$ cat src/rtl/seq_mem_readback_pkg.sv
// Shared types for the memory readback engine: FSM states and the {addr,data} stream beat.
package seq_mem_readback_pkg;

  localparam int unsigned RB_DATA_W = 8;
  localparam int unsigned RB_ADDR_W = 4;

  typedef enum logic [1:0] {
    RB_IDLE,
    RB_RUN,
    RB_DRAIN
  } rb_state_e;

  typedef struct packed {
    logic [RB_ADDR_W-1:0] addr;
    logic [RB_DATA_W-1:0] data;
  } rb_beat_t;

endpackage

$ cat src/rtl/seq_mem_readback_buf.sv
// Two-entry valid/ready output FIFO for readback beats; head entry drives the stream.
module seq_mem_readback_buf
  import seq_mem_readback_pkg::*;
(
  input  logic       clk,
  input  logic       rst,
  input  logic       in_valid,
  input  rb_beat_t   in_beat,
  output logic       out_valid,
  input  logic       out_ready,
  output rb_beat_t   out_beat,
  output logic [1:0] count
);

  rb_beat_t slot0;
  rb_beat_t slot1;
  logic     pop;

  assign out_valid = (count != 2'd0);
  assign out_beat  = slot0;
  assign pop       = out_valid & out_ready;

  // Pushes never arrive when full: the issuer reserves space before each read.
  always_ff @(posedge clk) begin
    if (rst) begin
      count <= '0;
      slot0 <= '0;
      slot1 <= '0;
    end else begin
      case ({in_valid, pop})
        2'b10: begin
          if (count == 2'd0) slot0 <= in_beat;
          else               slot1 <= in_beat;
          count <= count + 2'd1;
        end
        2'b01: begin
          slot0 <= slot1;
          count <= count - 2'd1;
        end
        2'b11: begin
          if (count == 2'd1) begin
            slot0 <= in_beat;
          end else begin
            slot0 <= slot1;
            slot1 <= in_beat;
          end
        end
        default: ;
      endcase
    end
  end

endmodule

$ cat src/rtl/seq_mem_readback.sv
// DEPTH x DATA_W memory with word/bit write ports and a range-scanning readback engine
// that emits {addr,data} beats on a valid/ready stream.
module seq_mem_readback
  import seq_mem_readback_pkg::*;
#(
  parameter int unsigned DATA_W = RB_DATA_W,
  parameter int unsigned ADDR_W = RB_ADDR_W
) (
  input  logic                      clk,
  input  logic                      rst,
  input  logic                      wr_en,
  input  logic [ADDR_W-1:0]         wr_addr,
  input  logic [DATA_W-1:0]         wr_data,
  input  logic                      bit_en,
  input  logic [ADDR_W-1:0]         bit_addr,
  input  logic [$clog2(DATA_W)-1:0] bit_index,
  input  logic                      bit_value,
  input  logic                      start,
  input  logic [ADDR_W-1:0]         first_addr,
  input  logic [ADDR_W-1:0]         last_addr,
  output logic                      busy,
  output logic                      done,
  output logic                      out_valid,
  input  logic                      out_ready,
  output logic [ADDR_W-1:0]         out_addr,
  output logic [DATA_W-1:0]         out_data
);

  localparam int unsigned DEPTH = 2**ADDR_W;

  logic [DATA_W-1:0] mem [DEPTH];

  rb_state_e         state, state_d;
  logic [ADDR_W-1:0] cur, cur_d;
  logic [ADDR_W-1:0] rem, rem_d;
  logic              done_d;
  logic              issue;
  logic [ADDR_W-1:0] rd_addr;
  logic              rd_valid;
  rb_beat_t          rd_beat;
  rb_beat_t          out_beat;
  logic [1:0]        buf_count;
  logic              pop;
  logic [2:0]        occ;

  // Bit write is ordered after the word write so it overrides that one bit.
  always_ff @(posedge clk) begin
    if (wr_en) mem[wr_addr] <= wr_data;
    if (bit_en) mem[bit_addr][bit_index] <= bit_value;
  end

  always_ff @(posedge clk) begin
    if (rst) begin
      rd_valid <= 1'b0;
    end else begin
      rd_valid <= issue;
      if (issue) begin
        rd_beat.addr <= rd_addr;
        rd_beat.data <= mem[rd_addr];
      end
    end
  end

  seq_mem_readback_buf u_buf (
    .clk       (clk),
    .rst       (rst),
    .in_valid  (rd_valid),
    .in_beat   (rd_beat),
    .out_valid (out_valid),
    .out_ready (out_ready),
    .out_beat  (out_beat),
    .count     (buf_count)
  );

  assign out_addr = out_beat.addr;
  assign out_data = out_beat.data;
  assign busy     = (state != RB_IDLE);
  assign pop      = out_valid & out_ready;
  // Credit counts the slot freed by this cycle's pop so a steady stream has no bubbles.
  assign occ      = {1'b0, buf_count} + {2'b00, rd_valid} - {2'b00, pop};

  always_ff @(posedge clk) begin
    if (rst) begin
      state <= RB_IDLE;
      cur   <= '0;
      rem   <= '0;
      done  <= 1'b0;
    end else begin
      state <= state_d;
      cur   <= cur_d;
      rem   <= rem_d;
      done  <= done_d;
    end
  end

  // The first read is issued in the start cycle itself, so rem counts the issues still owed.
  always_comb begin
    state_d = state;
    cur_d   = cur;
    rem_d   = rem;
    done_d  = 1'b0;
    issue   = 1'b0;
    rd_addr = cur;
    case (state)
      RB_IDLE: begin
        if (start) begin
          issue   = 1'b1;
          rd_addr = first_addr;
          cur_d   = first_addr + ADDR_W'(1);
          rem_d   = last_addr - first_addr;
          state_d = (last_addr == first_addr) ? RB_DRAIN : RB_RUN;
        end
      end
      RB_RUN: begin
        if (occ < 3'd2) begin
          issue = 1'b1;
          cur_d = cur + ADDR_W'(1);
          rem_d = rem - ADDR_W'(1);
          if (rem == ADDR_W'(1)) state_d = RB_DRAIN;
        end
      end
      RB_DRAIN: begin
        if (!rd_valid && (buf_count == 2'd0 || (buf_count == 2'd1 && pop))) begin
          state_d = RB_IDLE;
          done_d  = 1'b1;
        end
      end
      default: state_d = RB_IDLE;
    endcase
  end

endmodule

$ cat config.mk
export PLATFORM = sky130hd
export DESIGN_NAME = seq_mem_readback
export DESIGN_NICKNAME = d
export VERILOG_FILES = /design/src/rtl/seq_mem_readback_pkg.sv /design/src/rtl/seq_mem_readback_buf.sv /design/src/rtl/seq_mem_readback.sv
export SDC_FILE = /design/constraint.sdc
export NUM_CORES = 1
export LEC_CHECK = 0
export BUFFER_PORTS_ARGS = -buffer_cell sky130_fd_sc_hd__clkbuf_2
export CAP_MARGIN = 20
export CORE_MARGIN = 8
export CORE_UTILIZATION = 65
export CTS_CLUSTER_SIZE = 10
export DETAILED_ROUTE_END_ITERATION = 10
export GPL_ROUTABILITY_DRIVEN = 0
export PLACE_DENSITY = 0.86
export SYNTH_ARGS = -nofsm -noshare
export SYNTH_HDL_FRONTEND = slang
export SYNTH_SLANG_ARGS = --single-unit
$ cat constraint.sdc
create_clock -name clk -period 7.9 [get_ports clk]
set_clock_uncertainty 0.15 [all_clocks]
set_input_delay 1.185 -clock clk [delete_from_list [all_inputs] [get_ports clk]]
set_output_delay 1.185 -clock clk [all_outputs]
set_load 0.1 [all_outputs]
* Word-level counts from Yosys, hierarchy flattened
Memory sizes are Yosys's and may differ from the RTL's. A register that Yosys moved wholly into a read port is not among the register bits.
Cells that the tools add are included.
** Cells by class
- Multipliers :: 0
- Divide/modulo/power cells :: 0
- Shift operators :: 0
- Add/subtract/negate cells :: 8
- Bitwise operators :: 3
- Magnitude comparators :: 3
- Reductions and logical operators :: 19
- Eq/ne operators :: 15
- Muxes and demuxes :: 31
** Operator list (number)
- $mux W12 :: 4
- $pmux W12 S3 :: 1
- $mux W4 :: 6
- $pmux W12 S2 :: 1
- $pmux W4 S2 :: 2
- $ne A2 B2 Y1 const B :: 7
- $mux W2 :: 5
- $reduce_bool A2 Y1 :: 5
- $add A4 B1 Y4 const B :: 2
- $mux W8 :: 1
- $mux W1 :: 7
- $eq A2 B1 Y1 const B :: 3
- $eq A2 B2 Y1 const B :: 3
- $pmux W2 S3 :: 1
- $reduce_and A3 Y1 :: 2
- $eq A4 B1 Y1 const B :: 1
- $eq A4 B4 Y1 :: 1
- $logic_not A2 Y1 :: 2
- $lt A3 B4 Y1 const B :: 1
- $pmux W2 S2 :: 1
- $reduce_and A2 Y1 :: 2
- $reduce_and A4 Y1 :: 1
- $sub A4 B1 Y4 const B :: 1
- $sub A4 B4 Y4 :: 1
- 15 further kinds :: 18
** Word-level totals
- Memories :: 1
- Input port bits :: 34
- Flip-flop bits (word level) :: 42
- Output and inout bits :: 15
- Bits in read-only memories :: 0
- Logic and storage cells :: 91
- Bits in latches :: 0
- Bits in writable memories :: 128
** Memory list
- mem :: words 16, width 8, rd ports 1, clocked after memory_dff 1, write ports 2, line seq_mem_readback.sv:31 : logic [DATA_W-1:0] mem [DEPTH];

* Depth between registers and ports, before layout
Gate-level depths: netlist (run 1).
- Depth after elaboration :: 7
- Mapped depth :: 12
- Mapped depth without buffers :: 12

* Modules after synthesis
Synthesis (run 1) repeated with hierarchy kept, for this count alone.
** Second synthesis, totals
- Cells, all modules :: 1128
- Area total of the unflattened synthesis :: 10991.8 um^2
** Modules (own cells, without submodules)
- seq_mem_readback :: times used 1, area each 9545.4 um^2, seq. area each 4444.3 um^2, cells each 971
- seq_mem_readback_buf :: times used 1, area each 1446.4 um^2, seq. area each 520.5 um^2, cells each 157

* Least setup slack after synthesis (run 1)
Ideal clock, no wire load.
- Path type :: register -> register
- Start :: reg u_buf.count[1]
- End :: reg, netlist name rd_beat[0]
- Path buffers :: 0
- Slack :: 3.982 ns
- Setup time :: 0.380 ns
- Required time :: 7.370 ns
- Cell stages (with the launch flop) :: 11
- Data arrival time :: 3.388 ns
- Cell sequence :: dfxtp_1 -> inv_1 -> ha_1 -> inv_1 -> nand2_1 -> xnor2_1 -> nand2_1 -> fa_1 -> xnor2_1 -> a31oi_1 -> nor2_1
** On the way
- Cells in the longest elaborated chain, start to end :: 7
- Elaborated cells between the ends (all ways) :: 8
- Those cells by class :: add/sub (2); order compare (1); mux (2); bitwise (1); reduce/logical (2)
** RTL lines
- start: declaration :: line seq_mem_readback_buf.sv:12 : output logic [1:0] count
- start signal: assignment :: line seq_mem_readback_buf.sv:34 : count <= count + 2'd1;
- start signal: assignment :: line seq_mem_readback_buf.sv:38 : count <= count - 2'd1;
- $reduce_bool A2 Y1 :: line seq_mem_readback_buf.sv:19 : assign out_valid = (count != 2'd0);
- named net out_valid :: line seq_mem_readback.sv:23 : output logic out_valid,
- $and A1 B1 Y1 :: line seq_mem_readback.sv:78 : assign pop = out_valid & out_ready;
- $sub A3 B1 Y3 :: line seq_mem_readback.sv:80 : assign occ = {1'b0, buf_count} + {2'b00, rd_valid} - {2'b00, pop};
- $lt A3 B2 Y1 :: line seq_mem_readback.sv:115 : if (occ < 3'd2) begin
- $mux W1 :: line seq_mem_readback.sv:115
- $pmux W1 S2 :: line seq_mem_readback.sv:104 : case (state)
- $reduce_and A2 Y1 (no line)
The timed path passes the listed nets, and every way through them passes these cells.
A chain may end at the register's enable or synchronous reset.

* Worst setup path after layout (run 1)
- Start :: in out_ready
- End :: reg, netlist name rd_beat[3]
** On the way
- Cells in the longest elaborated chain, start to end :: 6
** RTL lines
- start: declaration :: line seq_mem_readback.sv:24 : input logic out_ready,
- $and A1 B1 Y1 :: line seq_mem_readback.sv:78
- $sub A3 B1 Y3 :: line seq_mem_readback.sv:80
- $lt A3 B2 Y1 :: line seq_mem_readback.sv:115
- $mux W1 :: line seq_mem_readback.sv:115
- $pmux W1 S2 :: line seq_mem_readback.sv:104
- $reduce_and A2 Y1 (no line)
Every way passes these cells.

==> results of run 1 <==
[state kept, by name (all words and copies together) (netlist names)]
register and cells:
cur 4, u_buf.count 2, mem 128, rd_valid 1, state 2, done 1
rem 4, u_buf.out_beat 12, u_buf.slot1 12, rd_beat 12
[per-layer routing]
| metal | global-route usage (%) | wire, microns | vias to the layer above |
|---|---|---|---|
| met5 | 0 | 0 | - |
| met4 | 17.9 | 1560 | 0 |
| met3 | 8.22 | 3670 | 102 |
| met2 | 44.0 | 13000 | 592 |
| met1 | 33.9 | 9850 | 3976 |
| li1 | - | - | 3865 |
[cells in the mapped netlist, types with 9 or more instances]
master    count  area share, %
a221oi_1     27            2.3
nand3_1      34            1.6
mux2_2      125             14
clkbuf_1     49            1.8
o21ai_0      28            1.4
edfxtp_1    140             41
dfxtp_1      38            7.3
mux2i_1      33            3.2
nor2_1       49            1.8
inv_1        22           0.80
nand2_1     329             12
a211oi_1     22            1.6
nor3_1       10           0.48
nor2b_1      18            1.1
nand2b_1      9           0.54
a21oi_1      42            2.0
[logic make-up after synthesis]
kind of cell,share of synthesized area [%]
flops,47.9
mux,16.8
compound gates,10.8
fa+ha+maj,1.35
xor+xnor,0.591
simple gates,18.7
buf+inv,3.89
[tightest hold or removal path: cells and delay by family, from the launching register on]
family           cells  cell delay, ns
flip-flops           1            0.31
AND/OR/NAND/NOR      1            0.05
AO/OA/AOI/OAI        1            0.05
[area by class of cell]
cell class	count	area (sq um)
timing repair buffer	65	413
clock buffer	19	464
sequential	178	4960
tap	216	270
fill	1105	4380
clock inverter	13	97.6
inverter	23	86.3
multi-input combinational	802	5040
[metrics by stage]
| stage | hold slack [ns] | area [sq um] | setup WS (ns) | util, % |
|---|---|---|---|---|
| 2_1_floorplan | 0.286 | 10400 | 3.98 | - |
| 3_3_place_gp | 0.291 | 10700 | 3.74 | 68.1 |
| 3_5_place_dp | 0.296 | 10700 | 3.61 | 68.1 |
| 4_1_cts | 0.305 | 11300 | 3.96 | 71.7 |
| 5_1_grt | 0.315 | 11300 | 3.89 | 72.2 |
| 6_report | 0.304 | 11300 | 4.13 | 72.2 |
[worst max-delay path by stage]
stage                                startpoint                    to
floorplan           u_buf.count[1]$_SDFFE_PP0P_  rd_beat[0]$_DFFE_PP_
global route        u_buf.count[1]$_SDFFE_PP0P_  rd_beat[7]$_DFFE_PP_
global placement                          start  rd_beat[7]$_DFFE_PP_
finish                                out_ready  rd_beat[3]$_DFFE_PP_
detailed placement                        start  rd_beat[7]$_DFFE_PP_
CTS                                       start  rd_beat[7]$_DFFE_PP_
[power by group through the flow]
stage	Clock (mW)	Sequential (mW)	Combinational (mW)
global route	0.858	1.20	1.06
CTS	0.817	1.18	0.967
global placement	0	1.20	0.938
detailed placement	0	1.20	0.961
finish	0.819	1.19	0.988
floorplan	0	1.39	0.585
==> metrics, run 1 <==
I/O pins 49; class of the most critical setup path in -> reg; Slew Viols, Final 0; initial core utilization 66.0%; DPL Wire Length 18.8 mm; commonest non-fill, non-tap cells in the layout nand2_1 (329), edfxtp_1 (140), mux2_2 (125); P_leak 4.63 nW; Slew HR 27.5%; max cap viols 0; most common cell after layout, fill and taps aside nand2_1; Num Clock Sinks 178; leading register cell type out of synthesis edfxtp_1; Post-route DRC 0; Unique masters post-synth 50; critical path depth 8; ANT cells 0; Syn. warnings 0; Internal Pwr Total 1.83 mW; R2R Path End rd_beat[3]$_DFFE_PP_; hold endpoint u_buf.slot1[11]$_SDFFE_PP0P_; total core area 15700 sq um; worst-case reg-to-reg path depth 10; CTS tree yes; Clock power frac 27.4%; Mapped Nets 1117; Post-synth EDFFs 140; Reg power frac 39.6%; final wirelength 28.1 mm; wire per inst 21.4 microns; vias in the first global route 8149; Mapped Cells 1073; CP top delay family simple AND/OR/NAND/NOR gates; PortBufs 48; Final Hold Viols 0; Worst-Skew Late Latency 0.44 ns; Req. time, crit path 7.81 ns; first-pass GRT wire length 43.6 mm; placed insts 1281; highest clock rate 0.265 GHz; flop-to-flop setup slack 4.14 ns; startpoint type of the worst setup path input port; Worst Path Max Fanout 12; P_sw 1.16 mW; Hold Path Class reg -> reg; Pre-antenna DRT Iters 5; share of cells above drive strength 1 22.2%; fin crit period 3.77 ns; via count 8535; FFs w/ async S/R, synth 0%; Starting DRT DRC Count 1069; Final Setup Violations 0; Netlist Area Pre-Place 10400 sq um; worst path cell trace clkbuf_2, nand2_1, xnor2_1, nand2_1, fa_1, xnor2_1, a31oi_1, nor2_1; post-CTS setup buffers 0; Remaining Overflow, GRT 0; initial antenna violation count 0; nets 1131; Sw Ratio 38.7%; Critical Path End Type flop; hold buffer count at cts 0; P&R area growth vs syn 9.33%; sequential-to-total area share from yosys stat 47.9%; root buf cell clkbuf_16; synthesized area per cell 9.66 sq um; clk slew on worst S/H paths 0.07 ns; Final TNS setup 0 ns; largest net degree at the start of global routing 129; Worst path max stage delay 0.89 ns; gr usage total 28.3%; Comb pwr share 33.0%; Worst Hold Depth 2; Power Total 2.99 mW; FP Rows 46; measured slew at the worst slew-check pin 1.08 ns; die area 20300 sq um; clk buf depth 2; RSZ-0062 raised after global routing false; CP max stage cell nor2_1; final period utilization 47.7%; min-delay src u_buf.slot1[11]$_SDFFE_PP0P_; WP buf/inv 1; #FFs+latches synth 178; WP data arrival 3.68 ns; CTS buffer count 17; Power Dens Cells 264 nW/um^2; Via-to-Cell Ratio 6.49; Die Span Y 142 microns; post-route ant nets 0; H-tree depth 4; # resized after CTS 0; chip width 142 microns; run status finished clean; RR Startpoint u_buf.count[1]$_SDFFE_PP0P_; Final Non-Filler Cells 1316; maximum VDD drop 0.196 mV
Note: power is estimated with default switching activity, not from simulation.
==> run 2: changes to the inputs <==
CORE_UTILIZATION = 62   (was 65)
PLACE_DENSITY = 0.82   (was 0.86)
clock period = 3.9 ns   (was 7.9 ns; I/O delays follow)
==> run 2 against run 1 <==
Net effect:
- non-clock buffer count grew 4
- sequential power rose by 100%
- cell count grew 0.61%
- first-iteration DRC count is 14% higher
- register-to-register slack got worse by 3.4 ns
- hold slack is essentially flat
- combinational power grew 110%
- wire length is 0.17% higher
- global-route usage shrank 1.9 points
- power up 110%
==> metrics, run 2 (synthesis gave the netlist of run 1 again) <==
Slew HR 28.9%; Via-to-Cell Ratio 6.48; H-tree depth 4; I/O pins 49; worst path cell trace inv_1, ha_1, clkinvlp_4, nand2_1, xnor2_1, nand2_1, fa_1, xnor2_1, a31oi_1, nor2_1, buf_4; P_leak 4.66 nW; global routing's busiest layer met2; Post-route DRC 0; CTS buffer count 17; CP max stage cell dfxtp_1; Starting DRT DRC Count 1222; highest clock rate 0.314 GHz; gr usage total 26.4%; Final Setup Violations 0; total core area 16500 sq um; Req. time, crit path 3.89 ns; # resized after CTS 0; RR Startpoint u_buf.count[1]$_SDFFE_PP0P_; chip width 145 microns; Worst Hold Depth 2; most common cell after layout, fill and taps aside nand2_1; maximum VDD drop 0.569 mV; initial core utilization 63.0%; WP data arrival 3.18 ns; ANT cells 0; class of the most critical setup path reg -> reg; measured slew at the worst slew-check pin 1.06 ns; FP Rows 47; largest net degree at the start of global routing 129; Final Hold Viols 0; Hold Path Class reg -> reg; Critical Path End Type flop; clk slew on worst S/H paths 0.07 ns; M1 GR Usage 32.8%; via count 8576; Slew Viols, Final 0; die area 21100 sq um; Pre-antenna DRT Iters 6; nets 1135; worst-case reg-to-reg path depth 11; run status finished clean; Worst-Skew Late Latency 0.45 ns; met3 Use GR 6.41%; post-layout util 69.3%; min-delay src u_buf.slot1[5]$_SDFFE_PP0P_; Final TNS setup 0 ns; Power Dens Cells 543 nW/um^2; post-route ant nets 0; fin crit period 3.19 ns; DPL Wire Length 18.3 mm; final period utilization 81.7%; Worst Path Max Fanout 12; initial antenna violation count 0; post-CTS setup buffers 0; commonest non-fill, non-tap cells in the layout nand2_1 (329), edfxtp_1 (140), mux2_2 (125); Remaining Overflow, GRT 0; CTS tree yes; Largest Register mem; R2R Path End rd_beat[7]$_DFFE_PP_; Num Clock Sinks 178; share of cells above drive strength 1 22.8%; hold buffer count at cts 0; P&R area growth vs syn 10.0%; Worst path max stage delay 0.42 ns; met2 GRT Util 42.7%; max FFs per register 128; RSZ-0062 raised after global routing false; Die Span Y 145 microns; root buf cell clkbuf_16; wire per inst 21.3 microns; Place WS 0.733 ns; flop-to-flop setup slack 0.71 ns; max cap viols 0; startpoint type of the worst setup path flop; hold endpoint u_buf.slot1[5]$_SDFFE_PP0P_; first-pass GRT wire length 44.1 mm; clk buf depth 2; PortBufs 48; vias in the first global route 8182; final setup margin 0.713 ns; final wirelength 28.2 mm
## run 2: cell count changes in the layout (fill, tap and decap cells not counted), sizes merged
cell / before / now
buf: 18 / 22
inv: 29 / 31
clkinvlp: 0 / 1
clkinv: 7 / 4
## run 2: per-stage QoR
stage / cell area [sq um] / hold slack, ns / cells / power [mW]
finish: 11400 / 0.304 / 1324 / 6.20
global route: 11400 / 0.329 / 1324 / 6.44
CTS: 11400 / 0.305 / 1323 / 6.18
detailed placement: 10800 / 0.296 / 1291 / 4.45
global placement: 10800 / 0.291 / 1291 / 4.41
floorplan: 10400 / 0.286 / 1073 / 4.00
## run 2: worst max-delay path by stage
stage                                 endpoint                   startpoint
after floorplan           rd_beat[0]$_DFFE_PP_  u_buf.count[1]$_SDFFE_PP0P_
after global placement    rd_beat[3]$_DFFE_PP_  u_buf.count[1]$_SDFFE_PP0P_
after detailed placement  rd_beat[3]$_DFFE_PP_  u_buf.count[1]$_SDFFE_PP0P_
after CTS                 rd_beat[7]$_DFFE_PP_  u_buf.count[1]$_SDFFE_PP0P_
after global routing      rd_beat[7]$_DFFE_PP_  u_buf.count[1]$_SDFFE_PP0P_
final                     rd_beat[7]$_DFFE_PP_  u_buf.count[1]$_SDFFE_PP0P_
## run 2: critical path, delay by kind of cell, from the launching register on
| kind | cells | cell delay (ns) |
|---|---|---|
| compound gates | 1 | 0.30 |
| simple gates | 3 | 0.44 |
| buf+inv | 3 | 0.39 |
| xor+xnor | 2 | 0.58 |
| fa+ha+maj | 2 | 0.61 |
| flops | 1 | 0.42 |
## run 2: power breakdown
| part | total, mW | leakage (nW) | internal, mW | switching (mW) |
|---|---|---|---|---|
| logic | 2.05 | 2.77 | 0.591 | 1.46 |
| clock network | 1.77 | 0.303 | 0.927 | 0.840 |
| registers | 2.38 | 1.58 | 2.25 | 0.126 |
## run 2: per-layer routing
metal  part of all wire [%]  vias up
met5                      0        -
met4                    4.4        0
met3                     11      115
met2                     47      517
met1                     37     4066
li1                       -     3878
## run 2: final cells by class
cell class	instances	area (sq um)
Clock buffer	19	475
Clock inverter	13	130
Fill cell	1252	5060
Inverter	23	90.1
Multi-Input combinational cell	802	5050
Sequential cell	178	4960
Tap cell	220	275
Timing Repair Buffer	69	425
